$ cat config.mk
export PLATFORM = sky130hd
export DESIGN_NAME = ship_fire_scheduler
export DESIGN_NICKNAME = d
export VERILOG_FILES = /design/src/rtl/ship_fire_scheduler_pkg.sv /design/src/rtl/ship_fire_scheduler_slot_picker.sv /design/src/rtl/ship_fire_scheduler.sv
export SDC_FILE = /design/constraint.sdc
export NUM_CORES = 1
export LEC_CHECK = 0
export CAP_MARGIN = 20
export CORE_MARGIN = 10
export CORE_UTILIZATION = 55
export CTS_CLUSTER_DIAMETER = 200
export DETAILED_ROUTE_END_ITERATION = 10
export DONT_BUFFER_PORTS = 1
export GPL_TIMING_DRIVEN = 0
export PLACE_DENSITY_LB_ADDON = 0.2
export SKIP_CTS_REPAIR_TIMING = 1
export SLEW_MARGIN = 20
export SYNTH_ARGS = -nofsm -noshare
export SYNTH_HDL_FRONTEND = slang
export SYNTH_SLANG_ARGS = --single-unit
$ cat constraint.sdc
create_clock -name frame_clk -period 1.82 [get_ports frame_clk]
set_input_delay 0.364 -clock frame_clk [delete_from_list [all_inputs] [get_ports frame_clk]]
set_output_delay 0.364 -clock frame_clk [all_outputs]
set_load 0.005 [all_outputs]
$ cat src/rtl/ship_fire_scheduler_pkg.sv
// Shared types and constants for the player ship fire path.
// Holds the fire FSM state type, the default slot count and cooldown,
// and a popcount helper used for the in-flight count.
package ship_fire_scheduler_pkg;

    localparam int NUM_SHIP_PROJ      = 2;
    localparam int SHIP_FIRE_COOLDOWN = 8;

    // Raw encodings kept as plain constants for older code that compares bits
    localparam logic [0:0] ST_IDLE = 1'b0;
    localparam logic [0:0] ST_COOL = 1'b1;

    typedef enum logic [0:0] {
        IDLE = ST_IDLE,
        COOL = ST_COOL
    } fire_state_t;

    function automatic logic [3:0] popCount8(input logic [7:0] v);
        logic [3:0] n;
        n = '0;
        for (int i = 0; i < 8; i++) begin
            n = n + {3'b000, v[i]};
        end
        return n;
    endfunction

endpackage

$ cat src/rtl/ship_fire_scheduler_slot_picker.sv
// ship_slot_picker: lowest-index priority encoder over the free-slot vector.
// Produces a one-hot grant and a flag saying any slot is free.
module ship_slot_picker #(
    parameter int NUM_SLOTS = 2
) (
    input  logic [NUM_SLOTS-1:0] free,
    output logic [NUM_SLOTS-1:0] grant,
    output logic                 any
);

    // Scan upward and keep only the first free slot
    always_comb begin
        logic found;
        found = 1'b0;
        grant = '0;
        for (int i = 0; i < NUM_SLOTS; i++) begin
            if (free[i] && !found) begin
                grant[i] = 1'b1;
                found    = 1'b1;
            end
        end
        any = found;
    end

endmodule

$ cat src/rtl/ship_fire_scheduler.sv
// ship_fire_scheduler: turns the fire key into one-frame activation pulses
// steered to a free ship-projectile slot, with refire cooldown and a short
// reservation (pending) on each issued slot until its enable comes up.
// Build option: SHIP_AUTOFIRE_EN -- a held key re-fires every time the
// cooldown expires instead of needing a release and re-press.
//
// state | meaning
// ------+-----------------------------------------------------------
// IDLE  | ready; a fire request issues a shot or a dry-fire pulse
// COOL  | refire cooldown running; fire requests are dropped
module ship_fire_scheduler
    import ship_fire_scheduler_pkg::*;
#(
    parameter int NUM_SLOTS    = NUM_SHIP_PROJ,
    parameter int COOLDOWN     = SHIP_FIRE_COOLDOWN,
    parameter int PEND_TIMEOUT = 3
) (
    input  logic                 frame_clk,
    input  logic                 Reset_n,
    input  logic                 FireBtn,
    input  logic                 ShipAlive,
    input  logic [NUM_SLOTS-1:0] SlotEn,
    output logic [NUM_SLOTS-1:0] SlotActvt,
    output logic                 DryFire,
    output logic                 CoolBusy,
    output logic [3:0]           InFlight,
    output logic [7:0]           ShotCount
);

    localparam int PW = (PEND_TIMEOUT < 2) ? 1 : $clog2(PEND_TIMEOUT + 1);
    localparam logic [7:0]    COOL_LOAD = (COOLDOWN == 0) ? 8'd0 : 8'(COOLDOWN - 1);
    localparam logic [PW-1:0] PEND_LOAD = PW'(PEND_TIMEOUT);

    fire_state_t          state;
    logic [7:0]           coolCnt;
    logic                 fireQ;
    logic                 fireReq;
    logic [NUM_SLOTS-1:0] pending;
    logic [PW-1:0]        pendCnt [NUM_SLOTS];
    logic [NUM_SLOTS-1:0] busy;
    logic [NUM_SLOTS-1:0] grant;
    logic                 anyFree;
    logic                 issue;
    logic                 dryReq;
    logic [7:0]           busyWide;

    // A slot waiting for its enable still counts as occupied
    assign busy = SlotEn | pending;

    ship_slot_picker #(.NUM_SLOTS(NUM_SLOTS)) picker (
        .free  (~busy),
        .grant (grant),
        .any   (anyFree)
    );

`ifdef SHIP_AUTOFIRE_EN
    logic autoArm;

    // Remember that cooldown ended with the key still down
    always_ff @(posedge frame_clk or negedge Reset_n) begin
        if (!Reset_n) begin
            autoArm <= 1'b0;
        end else begin
            autoArm <= (state == COOL) && (coolCnt == 8'd0) && FireBtn && ShipAlive;
        end
    end

    assign fireReq = (FireBtn & ~fireQ) | (autoArm & FireBtn);
`else
    assign fireReq = FireBtn & ~fireQ;
`endif

    assign issue  = (state == IDLE) && fireReq && ShipAlive && anyFree;
    assign dryReq = (state == IDLE) && fireReq && ShipAlive && !anyFree;

    // Key history for edge detect; held high while dead so respawn needs a fresh press
    always_ff @(posedge frame_clk or negedge Reset_n) begin
        if (!Reset_n) begin
            fireQ <= 1'b1;
        end else begin
            fireQ <= ShipAlive ? FireBtn : 1'b1;
        end
    end

    // Fire state machine and cooldown down-counter
    always_ff @(posedge frame_clk or negedge Reset_n) begin
        if (!Reset_n) begin
            state   <= IDLE;
            coolCnt <= 8'd0;
        end else if (!ShipAlive) begin
            state   <= IDLE;
            coolCnt <= 8'd0;
        end else begin
            case (state)
                IDLE: begin
                    if (issue && (COOLDOWN != 0)) begin
                        state   <= COOL;
                        coolCnt <= COOL_LOAD;
                    end
                end
                COOL: begin
                    if (coolCnt == 8'd0) begin
                        state <= IDLE;
                    end else begin
                        coolCnt <= coolCnt - 8'd1;
                    end
                end
                default: begin
                    state   <= IDLE;
                    coolCnt <= 8'd0;
                end
            endcase
        end
    end

    // Registered pulses, cooldown flag and saturating shot counter
    always_ff @(posedge frame_clk or negedge Reset_n) begin
        if (!Reset_n) begin
            SlotActvt <= '0;
            DryFire   <= 1'b0;
            CoolBusy  <= 1'b0;
            ShotCount <= 8'd0;
        end else begin
            SlotActvt <= issue ? grant : '0;
            DryFire   <= dryReq;
            CoolBusy  <= (state == COOL);
            if (issue && (ShotCount != 8'hFF)) begin
                ShotCount <= ShotCount + 8'd1;
            end
        end
    end

    // Per-slot reservation: set on issue, dropped on first enable or timeout
    always_ff @(posedge frame_clk or negedge Reset_n) begin
        if (!Reset_n) begin
            pending <= '0;
            for (int i = 0; i < NUM_SLOTS; i++) begin
                pendCnt[i] <= '0;
            end
        end else begin
            for (int i = 0; i < NUM_SLOTS; i++) begin
                if (issue && grant[i]) begin
                    pending[i] <= 1'b1;
                    pendCnt[i] <= PEND_LOAD;
                end else if (pending[i]) begin
                    if (SlotEn[i] || (pendCnt[i] == '0) || (pendCnt[i] == PW'(1))) begin
                        pending[i] <= 1'b0;
                        pendCnt[i] <= '0;
                    end else begin
                        pendCnt[i] <= pendCnt[i] - 1'b1;
                    end
                end
            end
        end
    end

    // Widen the occupied vector so one popcount covers any slot count
    always_comb begin
        busyWide = '0;
        busyWide[NUM_SLOTS-1:0] = busy;
    end

    assign InFlight = popCount8(busyWide);

endmodule

Word level (Yosys, flattened, before mapping)
Index checks and enable logic that the tools add are counted.

Flip-flop bits (word level): 28. Input bits: 6. Output and inout port bits: 16. Logic and storage cells: 70.

$add $sub $neg: 5. Equality and inequality tests: 5. Muxes and demuxes: 25. Bitwise logic cells: 5. Reduce and logical (&&, ||, !) cells: 20.

Operators by type and width (count): 8-bit two-way mux (3); 8-bit case mux with 2 select lines (1); 2-bit two-way mux (7); 1-bit two-way mux (13); 8-bit by 1-bit adder with 8-bit output (second input constant) (1); 1-bit logical AND (8); 8-bit zero test (1); 8-bit inequality test (second input constant) (1); 8-bit by 1-bit subtractor with 8-bit output (second input constant) (1); 3-bit inequality test (second input constant) (2); 2-bit by 1-bit == test with 1-bit output (second input constant) (2); 2-bit zero test (2); 1-bit logical OR (4); 2-bit nonzero test (2); 2-bit by 1-bit subtractor with 2-bit output (second input constant) (2); 1-bit by 1-bit adder with 2-bit output (1); 1-bit zero test (2); 1-bit NOT (2); 2-bit NOT (1); 2-bit bitwise OR (1); 1-bit case mux with 2 select lines (1); 2-bit AND reduction (1); 1-bit AND (1).

Longest topological paths before layout
Depth after elaboration: 10. Gate-level depth with buffers: 6. Mapped depth without buffers: 6.

By module
From an unflattened synthesis, not the netlist that was laid out.

Cell total of the unflattened synthesis: 135. Area total of the unflattened synthesis: 1427.6 um2.

By module, submodules not included: ship_fire_scheduler (instances 1, cells an instance 132, area each 1407.6 um2, seq. area each 701.9 um2); ship_slot_picker (instances 1, cells an instance 3, area each 20.0 um2, seq. area each 0.0 um2).

Least setup slack after synthesis
OpenSTA, ideal clock, no wires.

Path type: register -> register. From: register pending[0]. To: register ShotCount[7]. Setup time: 128 ps. Arrival time: 1796 ps. Required time: 1692 ps. Setup slack: -103 ps. Stages on the path, launching flop included: 7. Buffers on the path: 0. Period minus slack after synthesis: 1923 ps. Path through: dfrtp_1 or2_2 ha_1 inv_1 nand2b_1 nor4_1 mux2_1.

Word-level cells in the longest chain between the ends: 8.

RTL lines: start, declared (line ship_fire_scheduler.sv:38) `logic [NUM_SLOTS-1:0] pending;`; start signal, assigned (line ship_fire_scheduler.sv:136) `pending <= '0;`; start signal, assigned by index (line ship_fire_scheduler.sv:143) `pending[i] <= 1'b1;`; start signal, assigned by index (line ship_fire_scheduler.sv:147) `pending[i] <= 1'b0;`; 2-bit bitwise OR * (line ship_fire_scheduler.sv:48) `assign busy = SlotEn | pending;`; 2-bit NOT * (line ship_fire_scheduler.sv:51) `.free (~busy),`; 1-bit two-way mux * (line ship_fire_scheduler_slot_picker.sv:17) `if (free[i] && !found) begin`; 1-bit zero test (line ship_fire_scheduler_slot_picker.sv:17); 1-bit logical AND (line ship_fire_scheduler_slot_picker.sv:17); 1-bit two-way mux * (line ship_fire_scheduler_slot_picker.sv:17); 1-bit logical AND * (line ship_fire_scheduler.sv:73) `assign issue = (state == IDLE) && fireReq && ShipAlive && anyFree;`; 1-bit logical AND * (line ship_fire_scheduler.sv:127) `if (issue && (ShotCount != 8'hFF)) begin`; end signal, assigned (line ship_fire_scheduler.sv:128) `ShotCount <= ShotCount + 8'd1;`; end, declared (line ship_fire_scheduler.sv:27) `output logic [7:0] ShotCount`.

Mark *: on every way between the ends. The rest lies on a longest branch, timed or not. A chain may end at the register's enable or synchronous reset.

Worst setup path after layout
From: register coolCnt[0]. To: register coolCnt[7].

Word-level cells in the longest chain between the ends: 4. Elaborated cells between the ends (all ways): 7. Classes of those cells: add/sub (1); eq/ne (1); mux (3); reduce/logical (2).

RTL lines: start, declared (line ship_fire_scheduler.sv:35) `logic [7:0] coolCnt;`; start signal, assigned (line ship_fire_scheduler.sv:105) `coolCnt <= coolCnt - 8'd1;`; 8-bit by 1-bit subtractor with 8-bit output (line ship_fire_scheduler.sv:105); 8-bit two-way mux (line ship_fire_scheduler.sv:102) `if (coolCnt == 8'd0) begin`; 8-bit case mux with 2 select lines (line ship_fire_scheduler.sv:94) `case (state)`; 8-bit two-way mux (line ship_fire_scheduler.sv:90) `end else if (!ShipAlive) begin`.

Parallel ways exist; a longest one is shown, timed or not. The select of a mux whose other input is x is not followed.

==> metrics.txt <==
# TYPE chip_impl_metric gauge
chip_impl_metric{name="max_freq",unit="GHz"} 0.509
chip_impl_metric{name="reg_clk_slew_reported_paths",unit="ns"} 0.15
chip_impl_metric{name="final.fill_count",unit=""} 171
chip_impl_metric{name="finalSetupViolCount",unit=""} 8
chip_impl_info{name="timing.rr.start",value="coolCnt[0]"} 1
chip_impl_metric{name="drt_iter0_drc",unit=""} 53
chip_impl_metric{name="antenna_found_initial",unit=""} 0
chip_impl_metric{name="ys_ff_latch",unit=""} 28
chip_impl_metric{name="totalNegativeSetupSlack",unit="ns"} -0.692
chip_impl_metric{name="floorplan.die.height",unit="µm"} 70.8
chip_impl_metric{name="ys_seq_area_frac",unit=""} 0.495
chip_impl_info{name="worst_r2r_endpoint",value="coolCnt[7]"} 1
chip_impl_metric{name="worst_r2r_path_depth",unit=""} 4
chip_impl_metric{name="power_density",unit="mW/mm²"} 906
chip_impl_metric{name="edff_count_synth",unit=""} 0
chip_impl_metric{name="critPathMaxFanout",unit=""} 5
chip_impl_metric{name="finalWorstSetupSlack",unit="ns"} -0.146
chip_impl_info{name="outcome",value="finished with violations"} 1
chip_impl_metric{name="fin_crit_sh",unit=""} 1.08
chip_impl_info{name="crit_slowest_cell",value="sky130_fd_sc_hd__or4_4"} 1
chip_impl_metric{name="slew_viols_final",unit=""} 0
chip_impl_metric{name="pre_cts_slack",unit="ns"} -0.176
chip_impl_info{name="crit_path_frequent_cell",value="sky130_fd_sc_hd__or4_4"} 1
chip_impl_metric{name="drive_above_1_share",unit=""} 0.285
chip_impl_metric{name="drcViolationCount",unit=""} 0
chip_impl_info{name="worst_setup_path_start_kind",value="flip-flop"} 1
chip_impl_metric{name="clkLatencyLatePin",unit="ns"} 0.34
chip_impl_info{name="cp-end-kind",value="flip-flop"} 1
chip_impl_info{name="tritoncts",value="done"} 1
chip_impl_metric{name="clock-sinks",unit=""} 28
chip_impl_metric{name="final_util",unit=""} 0.703
chip_impl_metric{name="gp_routability_congestion",unit=""} 0.754
chip_impl_metric{name="number_of_gates_on_the_worst_path_with_buffers_counted",unit=""} 4
chip_impl_metric{name="maximum_capacitance_violations",unit=""} 0
chip_impl_info{name="path_class",value="reg2reg"} 1
chip_impl_metric{name="htree_levels",unit=""} 1
chip_impl_info{name="failed_checks",value="negative setup slack"} 1
chip_impl_metric{name="finish.net_count",unit=""} 159
chip_impl_metric{name="diodes",unit=""} 0
chip_impl_info{name="crit_path_cell_trace",value="or4_4 > or4_4 > and3_4 > a211o_1"} 1
chip_impl_info{name="ctsRootBufferMaster",value="sky130_fd_sc_hd__clkbuf_4"} 1
chip_impl_metric{name="worstPathBufferInverterCount",unit=""} 0
chip_impl_metric{name="power_leakage",unit="nW"} 0.878
chip_impl_metric{name="timing.reg2reg.setup_slack",unit="ns"} -0.15
chip_impl_metric{name="period_minus_slack",unit="ns"} 1.97
chip_impl_metric{name="instance_count_of_the_mapped_netlist",unit=""} 130
chip_impl_metric{name="placement_rows",unit=""} 18
chip_impl_metric{name="critical_path_required",unit="ns"} 2.06
chip_impl_metric{name="placeableCoreArea",unit="mm²"} 0.00248
chip_impl_metric{name="dp_hpwl",unit="mm"} 2.06
chip_impl_metric{name="floorplan.die.width",unit="µm"} 70.8
chip_impl_metric{name="die_outline_area",unit="mm²"} 0.00501
chip_impl_metric{name="antenna_violating_nets_post_route",unit=""} 0
chip_impl_metric{name="grt_pass1_vias",unit=""} 982
chip_impl_metric{name="asyncSetResetFlopFracSynth",unit=""} 1.00
chip_impl_metric{name="start_util",unit=""} 0.572
chip_impl_metric{name="synth_area",unit="mm²"} 0.00142
chip_impl_metric{name="detailroute.via_count",unit=""} 1055
chip_impl_info{name="capturing_element_of_the_worst_setup_path",value="coolCnt[7]"} 1
chip_impl_metric{name="grt_pass1_wl",unit="mm"} 4.86
chip_impl_metric{name="max_stage_delay",unit="ns"} 0.54
chip_impl_metric{name="dr.pass1.iters",unit=""} 4
chip_impl_metric{name="irDropWorstVdd",unit="mV"} 1.01
chip_impl_metric{name="syn_area_per_cell",unit="µm²"} 10.9
chip_impl_info{name="startpoint",value="coolCnt[0]"} 1
chip_impl_metric{name="largest_net_degree_at_the_start_of_global_routing",unit=""} 29
chip_impl_info{name="synth_flop_cell",value="sky130_fd_sc_hd__dfrtp_1"} 1
chip_impl_metric{name="gr-usage-all-layers",unit=""} 0.113
chip_impl_metric{name="fin_worst_skew",unit="ns"} 0.00604
chip_impl_metric{name="area_growth_syn_to_layout",unit="%"} 22.8
chip_impl_metric{name="cts.path.max_buffers",unit=""} 2
chip_impl_info{name="worst_hold_path_type",value="in2reg"} 1
chip_impl_info{name="rsz_0062_raised_after_global_routing",value="true"} 1
chip_impl_metric{name="num_io_pins",unit=""} 22
chip_impl_metric{name="port_buffers",unit=""} 0
chip_impl_metric{name="yosysWarningCount",unit=""} 0
chip_impl_metric{name="tritoncts.num_buffers",unit=""} 3
chip_impl_metric{name="timing_hold_violations_final",unit=""} 0
chip_impl_metric{name="overflow",unit=""} 0
chip_impl_metric{name="hold_ws",unit="ns"} 0.0462
chip_impl_metric{name="routed_via_density",unit=""} 6.06
chip_impl_info{name="cp_top_family",value="simple AND/OR/NAND/NOR gates"} 1
chip_impl_metric{name="wirelength",unit="mm"} 3.22
chip_impl_metric{name="worst_ep_arrival_time",unit="ns"} 2.21
chip_impl_metric{name="synth.distinct_cells",unit=""} 47
chip_impl_metric{name="wl_per_cell",unit="µm"} 18.5
-- where the power goes --
part | internal (mW) | switching, mW
combinational | 0.165 | 0.183
clock | 0.223 | 0.193
sequential | 0.706 | 0.105
total | 1.09 | 0.482
-- flip-flops by register name (all words and copies together), names as in the netlist --
name,cells
ShotCount,8
SlotActvt,2
pendCnt,4
CoolBusy,1
pending,2
coolCnt,8
fireQ,1
state,1
DryFire,1
-- worst register-to-register path, cell delays in order (launching register included) --
cell	delay, ns
sky130_fd_sc_hd__dfrtp_2	0.46
sky130_fd_sc_hd__or4_4	0.54
sky130_fd_sc_hd__or4_4	0.43
sky130_fd_sc_hd__and3_4	0.19
sky130_fd_sc_hd__a211o_1	0.25
-- worst min path at each step --
stage                    from            to  slack, ns  depth (start not counted)
detailed placement    Reset_n      CoolBusy       0.07                          0
finish              ShipAlive         fireQ       0.05                          1
global placement      Reset_n    coolCnt[6]       0.07                          0
floorplan             Reset_n      CoolBusy       0.07                          0
global route        ShipAlive         fireQ       0.05                          1
CTS                   Reset_n  SlotActvt[0]      -0.32                          0
-- synthesized netlist by cell type, types with 2 or more instances --
cell type	instances	area [µm²]
sky130_fd_sc_hd__a211o_1	2	17.5
sky130_fd_sc_hd__a21o_1	2	15.0
sky130_fd_sc_hd__a21oi_1	2	10.0
sky130_fd_sc_hd__and3_1	3	18.8
sky130_fd_sc_hd__buf_4	2	15.0
sky130_fd_sc_hd__dfrtp_1	27	676
sky130_fd_sc_hd__ha_1	8	100
sky130_fd_sc_hd__inv_1	9	33.8
sky130_fd_sc_hd__mux2_1	2	22.5
sky130_fd_sc_hd__nand2_1	12	45.0
sky130_fd_sc_hd__nand2b_1	3	18.8
sky130_fd_sc_hd__nand3_1	4	20.0
sky130_fd_sc_hd__nor2_1	5	18.8
sky130_fd_sc_hd__nor3_1	4	20.0
sky130_fd_sc_hd__nor4b_1	2	17.5
sky130_fd_sc_hd__o21ai_0	2	10.0
sky130_fd_sc_hd__o31a_1	2	17.5
sky130_fd_sc_hd__o41ai_1	3	26.3
sky130_fd_sc_hd__or2_2	2	12.5
sky130_fd_sc_hd__or4_1	2	15.0
sky130_fd_sc_hd__xnor2_1	4	35.0
sky130_fd_sc_hd__xor2_1	3	26.3
-- per-layer routing --
layer / up-vias / global-route usage / wire (µm)
met2: 27 / 0.189 / 1630
met1: 531 / 0.131 / 1330
met5: - / 0 / 0
met3: 7 / 0.0377 / 206
met4: 0 / 0.0387 / 51
li1: 490 / - / -
-- cells in the final DEF (no fill, tap or decap), types with 2 or more instances in the layout --
| cell | instances |
|---|---|
| sky130_fd_sc_hd__dfrtp_1 | 25 |
| sky130_fd_sc_hd__nand2_1 | 12 |
| sky130_fd_sc_hd__inv_1 | 8 |
| sky130_fd_sc_hd__buf_4 | 8 |
| sky130_fd_sc_hd__ha_1 | 6 |
| sky130_fd_sc_hd__nor2_1 | 5 |
| sky130_fd_sc_hd__nor3_1 | 4 |
| sky130_fd_sc_hd__xnor2_1 | 4 |
| sky130_fd_sc_hd__nand3_1 | 4 |
| sky130_fd_sc_hd__xor2_1 | 3 |
| sky130_fd_sc_hd__o41ai_1 | 3 |
| sky130_fd_sc_hd__clkbuf_4 | 3 |
| sky130_fd_sc_hd__or2_4 | 2 |
| sky130_fd_sc_hd__nand2b_1 | 2 |
| sky130_fd_sc_hd__or4_4 | 2 |
| sky130_fd_sc_hd__o21ai_0 | 2 |
| sky130_fd_sc_hd__a21oi_1 | 2 |
| sky130_fd_sc_hd__a21o_1 | 2 |
| sky130_fd_sc_hd__and3_1 | 2 |
| sky130_fd_sc_hd__a211o_1 | 2 |
| sky130_fd_sc_hd__o31a_1 | 2 |
| sky130_fd_sc_hd__conb_1 | 2 |
| sky130_fd_sc_hd__dfrtp_2 | 2 |
| sky130_fd_sc_hd__buf_12 | 2 |
-- per-stage QoR --
stage	cell area, µm²	total power [mW]	cells
global route	1740	1.66	174
global placement	1470	1.07	161
detailed placement	1470	1.09	161
CTS	1520	1.51	165
finish	1740	1.58	174
floorplan	1430	1.02	131
-- logic make-up (layout without fill, tap and decap cells) --
group           count (synthesis)  after routing  synth area share
other cells                     1              2           0.00265
flops                          28             28             0.495
mux                             4              4            0.0309
xor+xnor                        7              7            0.0432
fa+ha+maj                       8              8            0.0706
simple gates                   49             49             0.201
compound gates                 22             22             0.122
buf+inv                        11             24            0.0344
-- layout make-up --
cell class              count  area [µm²]  area share
multi-input cells          92         800       0.459
plain buffers               2        15.0     0.00863
well taps                  30        37.5      0.0216
inverters                   9        36.3      0.0208
clock buffers               3        22.5      0.0129
flip-flops and latches     28         704       0.405
clock inverters             1        30.0      0.0173
repair buffers              9        95.1      0.0546
Note: power is estimated with default switching activity, not from simulation.
